--- src/rtl/fir_coeff_ctrl.sv ---
// Coefficient controller in front of the FIR datapath: shadow bank written tap
// by tap, committed by stalling upstream, flushing with zeros, then swapping.
module fir_coeff_ctrl #(
  parameter int TAPS         = 8,
  parameter int COEFF_WIDTH  = 16,
  parameter int DATA_WIDTH   = 16,
  parameter int ADDR_WIDTH   = 3,
  parameter int FLUSH_CYCLES = 8
) (
  input  logic                          clk,
  input  logic                          rst,
  input  logic                          cfg_wr_en,
  input  logic [ADDR_WIDTH-1:0]         cfg_addr,
  input  logic [COEFF_WIDTH-1:0]        cfg_wr_data,
  input  logic                          cfg_commit,
  output logic                          cfg_busy,
  input  logic [DATA_WIDTH-1:0]         s_sample,
  input  logic                          s_valid,
  output logic                          s_ready,
  output logic [DATA_WIDTH-1:0]         fir_sample,
  output logic                          fir_valid,
  output logic [TAPS*COEFF_WIDTH-1:0]   coeff_bus,
  output logic                          coeff_update,
  output logic [7:0]                    commit_count
);

  localparam logic [1:0] ST_RUN   = 2'd0;
  localparam logic [1:0] ST_FLUSH = 2'd1;
  localparam logic [1:0] ST_SWAP  = 2'd2;

  localparam int CNT_W = (FLUSH_CYCLES < 1) ? 1 : $clog2(FLUSH_CYCLES + 1);
  localparam logic [CNT_W-1:0] FLUSH_LOAD = CNT_W'(FLUSH_CYCLES);

  logic [1:0]                  state_q, state_d;
  logic [CNT_W-1:0]            flush_cnt_q, flush_cnt_d;
  logic [TAPS*COEFF_WIDTH-1:0] shadow_q, shadow_d;
  logic [TAPS*COEFF_WIDTH-1:0] active_q, active_d;
  logic [DATA_WIDTH-1:0]       fir_sample_q, fir_sample_d;
  logic                        fir_valid_q, fir_valid_d;
  logic                        coeff_update_q, coeff_update_d;
  logic [7:0]                  commit_count_q, commit_count_d;
  logic                        run_s;

  assign run_s        = (state_q == ST_RUN);
  assign s_ready      = run_s;
  assign cfg_busy     = ~run_s;
  assign fir_sample   = fir_sample_q;
  assign fir_valid    = fir_valid_q;
  assign coeff_bus    = active_q;
  assign coeff_update = coeff_update_q;
  assign commit_count = commit_count_q;

  // Shadow bank: only RUN-state writes to an existing tap land; others are dropped.
  always_comb begin
    shadow_d = shadow_q;
    for (int k = 0; k < TAPS; k++) begin
      if (run_s && cfg_wr_en && (cfg_addr == ADDR_WIDTH'(k))) begin
        shadow_d[k*COEFF_WIDTH +: COEFF_WIDTH] = cfg_wr_data;
      end else begin
        shadow_d[k*COEFF_WIDTH +: COEFF_WIDTH] = shadow_q[k*COEFF_WIDTH +: COEFF_WIDTH];
      end
    end
  end

  // Sequencer and FIR-side output next-state logic.
  always_comb begin
    state_d        = state_q;
    flush_cnt_d    = flush_cnt_q;
    active_d       = active_q;
    fir_sample_d   = fir_sample_q;
    fir_valid_d    = 1'b0;
    coeff_update_d = 1'b0;
    commit_count_d = commit_count_q;
    case (state_q)
      ST_RUN: begin
        fir_valid_d = s_valid;
        if (s_valid) begin
          fir_sample_d = s_sample;
        end else begin
          fir_sample_d = fir_sample_q;
        end
        if (cfg_commit) begin
          if (FLUSH_CYCLES > 0) begin
            state_d     = ST_FLUSH;
            flush_cnt_d = FLUSH_LOAD;
          end else begin
            state_d     = ST_SWAP;
          end
        end else begin
          state_d = ST_RUN;
        end
      end
      ST_FLUSH: begin
        // Zero-valued valid samples push old history out of the delay line.
        fir_valid_d  = 1'b1;
        fir_sample_d = {DATA_WIDTH{1'b0}};
        flush_cnt_d  = flush_cnt_q - CNT_W'(1);
        if (flush_cnt_q == CNT_W'(1)) begin
          state_d = ST_SWAP;
        end else begin
          state_d = ST_FLUSH;
        end
      end
      ST_SWAP: begin
        active_d       = shadow_q;
        commit_count_d = commit_count_q + 8'd1;
        coeff_update_d = 1'b1;
        fir_valid_d    = 1'b0;
        state_d        = ST_RUN;
      end
      default: begin
        state_d     = ST_RUN;
        fir_valid_d = 1'b0;
      end
    endcase
  end

  // State and output registers.
  always_ff @(posedge clk or posedge rst) begin
    if (rst) begin
      state_q        <= ST_RUN;
      flush_cnt_q    <= {CNT_W{1'b0}};
      shadow_q       <= {(TAPS*COEFF_WIDTH){1'b0}};
      active_q       <= {(TAPS*COEFF_WIDTH){1'b0}};
      fir_sample_q   <= {DATA_WIDTH{1'b0}};
      fir_valid_q    <= 1'b0;
      coeff_update_q <= 1'b0;
      commit_count_q <= 8'd0;
    end else begin
      state_q        <= state_d;
      flush_cnt_q    <= flush_cnt_d;
      shadow_q       <= shadow_d;
      active_q       <= active_d;
      fir_sample_q   <= fir_sample_d;
      fir_valid_q    <= fir_valid_d;
      coeff_update_q <= coeff_update_d;
      commit_count_q <= commit_count_d;
    end
  end

endmodule

--- config.mk ---
export PLATFORM = sky130hd
export DESIGN_NAME = fir_coeff_ctrl
export DESIGN_NICKNAME = d
export VERILOG_FILES = /design/src/rtl/fir_coeff_ctrl.sv
export SDC_FILE = /design/constraint.sdc
export NUM_CORES = 1
export LEC_CHECK = 0
export ABC_AREA = 1
export CAP_MARGIN = 10
export CORE_MARGIN = 5
export CORE_UTILIZATION = 25
export DETAILED_ROUTE_END_ITERATION = 16
export GPL_TIMING_DRIVEN = 0
export PLACE_DENSITY = 0.52
export SYNTH_ARGS = -nofsm -noshare
export SYNTH_HDL_FRONTEND = slang
export SYNTH_SLANG_ARGS = --single-unit
--- constraint.sdc ---
create_clock -name clk -period 13.7 [get_ports clk]
set_input_delay 2.055 -clock clk [delete_from_list [all_inputs] [get_ports clk]]
set_output_delay 2.055 -clock clk [all_outputs]
set_load 0.1 [all_outputs]
==> flow_summary.ini <==
[detailed_routing]
drt_wl_total_um = 33900
avgRoutedWirePerCell_um = 17.4
drc = 0
vias = 8388
viasPerCell = 4.30
route.met3.wl_um = 1930
wl_met1_um = 15300
met2_length_um = 15700
drt_iter0_markers = 608
drt_pass1_iterations = 5
postRouteAntennaNets = 0
top_layer_used = met5

[timing]
worst_pin_slew_ns = 1.06
holdWs_ns = 0.468
setup_violations = 0
rsz0062_at_grt = false
slew_headroom_pct = 29.0
period_share_pct = 35.9
max_freq_mhz = 203
setup-tns-final_ns = 0
drv_slew = 0
fin_skew_ns = 0.0100
hold_viol = 0
layout_min_cycle_time_ns = 4.92

[yosys]
synth.avg_cell_area_um2 = 9.40
synthAdderAreaFrac_pct = 0.349
ys_ff_latch = 288
syn_nets = 1187
ys_seq_area_share_pct = 67.0
synth_top_family_by_area = simple AND/OR/NAND/NOR gates
synthTopCellsByCount = nand2_1, dfrtp_1, o21ai_0, nand3_1, buf_2
synth_edf_count = 0
yosysTopAreaCell = dfrtp_1
synth_mux_area_share_pct = 0
yosysWarningCount = 0
yosysMostFrequentCell = nand2_1
synthArstFlopShare_pct = 100
synth-compound-area-share_pct = 6.12
synth_xor_area_share_pct = 0.407
synthTopCellsByArea = dfrtp_1, nand2_1, o21ai_0
synth-simple-area-share_pct = 22.5
syn_area_um2 = 10700
synth_top_area_share_pct = 67.0
netlist_instances = 1144
yosysUniqueCellTypes = 21
synthFlopType = dfrtp_1

[cells_and_area]
drive_above_1_share_pct = 6.71
syn_to_final_growth_pct = 35.9
stdcell_count = 1951
nets = 1419
fill_cells = 4440

[cts]
cts-root-buf = clkbuf_16
cts_resized = 0
cts_hold_buf = 0
cts_tree = built
cts-htree-levels = 2
cts_sinks = 288
numCtsBuffers = 34
clk_latency_ns = 0.52
cts.clk_slew.worst_paths_ns = 0.06
postCtsSetupRepairBufs = 0
cts.path.max_buffers = 3

[placed_design]
routabilityCongestion = 0.752
place_inst = 1886
dp_hpwl_um = 22700
portBuffers = 194

[global_route]
overflow = 0
grt_first_pass_wirelength_um = 51900
grt_max_degree = 128
track_usage_pct = 14.3
first_global_vias = 8329
grt_antenna_before_repair = 7

[flow_run]
drv_cap = 0

[floorplanning]
die_area_um2 = 47200
die_w_um = 217
boundaryPins = 196
initial_core_util_pct = 25.1
dieHeight_um = 217
rows = 76
core_um2 = 42800

[critical_path]
crit_type = reg -> out
cp.arrival_ns = 2.86
cpMaxStageDelayCell = clkdlybuf4s50_1
critPathMaxStageDelay_ns = 1.22
crit_chain = nor2_2 -> buf_2 -> clkbuf_1 -> clkdlybuf4s50_1
reg2reg_slack_ns = 11.88
worstPathMaxFanout = 10
crit_buf_inv = 3
r2r-start = state_q[1]
r2r_end = coeff_bus[93]
worstPathRequired_ns = 11.64
rr_worst_depth = 5
cp-start-kind = register
end_kind = primary output
crit_family = buffers and inverters

[min_path]
holdPathStages = 2
hold_path.class = reg -> reg
min_from = shadow_q[39]
hold_end = coeff_bus[39]

[status]
status = complete, no violations
-- cell usage in the layout, fill, tap and decap left out --
master,count
clkinv_1,1
inv_1,30
nor2_4,1
nand2_1,567
clkdlybuf4s50_1,194
xnor2_1,2
buf_16,2
xor2_1,3
o21ai_0,129
nand3b_1,1
bufinv_16,1
diode_2,4
clkbuf_1,30
clkbuf_16,37
clkbuf_8,12
nand4_1,1
nand3_1,38
inv_2,1
buf_1,3
dfrtp_1,288
nor3_1,2
nor2_1,13
ha_1,3
buf_2,34
inv_8,1
nand2_2,1
clkinv_2,3
nor2_2,1
o22ai_1,2
-- how the worst max path moves through the flow --
stage / cells after the start / end / slack [ns] / start
floorplan: 1 / coeff_bus[0] / 3.70 / rst
global placement: 2 / coeff_bus[89] / -0.10 / rst
detailed placement: 4 / s_ready / 9.31 / state_q[1]
CTS: 4 / s_ready / 8.74 / state_q[1]
global route: 4 / s_ready / 8.63 / state_q[1]
finish: 4 / s_ready / 8.78 / state_q[1]
-- cell families (layout without fill, tap and decap cells) --
family,after synthesis,count (layout)
AO/OA/AOI/OAI,131,131
flip-flops,288,288
XOR/XNOR,5,5
AND/OR/NAND/NOR,625,625
buffers and inverters,92,349
adder cells (fa/ha/maj),3,3
other,0,4
-- cell type report --
type / count / area, um2 / share of cell area (%)
flip-flops and latches: 288 / 7210 / 49.3
multi-input cells: 764 / 3150 / 21.6
repair buffers: 196 / 2000 / 13.7
clock buffers: 57 / 1120 / 7.67
well taps: 546 / 683 / 4.68
plain buffers: 59 / 264 / 1.81
inverters: 33 / 131 / 0.899
clock inverters: 4 / 45.0 / 0.308
diodes: 4 / 10.0 / 0.0685
-- worst min-delay path, stage by stage (launching register included) --
cell,delay (ns)
dfrtp_1,0.34
nand2_1,0.05
nand2_1,0.04
-- metal layers --
metal,vias to the layer above,GRT usage [%]
met5,-,0
met4,6,4.68
met3,49,3.06
met2,210,22.4
met1,4068,19.8
li1,4055,-
-- stage by stage --
step | instance area (um2) | utilization [%] | worst slack [ns]
2_1_floorplan | 10700 | - | 3.70
3_3_place_gp | 13400 | 31.3 | -0.104
3_5_place_dp | 13400 | 31.4 | 9.31
4_1_cts | 14600 | 34.1 | 8.74
5_1_grt | 14600 | 34.1 | 8.63
6_report | 14600 | 34.1 | 8.78
-- state kept, by name (all words and copies together), names as in the netlist --
register,cells
state_q,2
flush_cnt_q,4
commit_count,8
coeff_bus,128
shadow_q,128
coeff_update,1
fir_sample,16
fir_valid,1
Power is left out: the tool's default activity adds up to more than one toggle a clock period on the data nets, which glitch-free logic cannot reach.
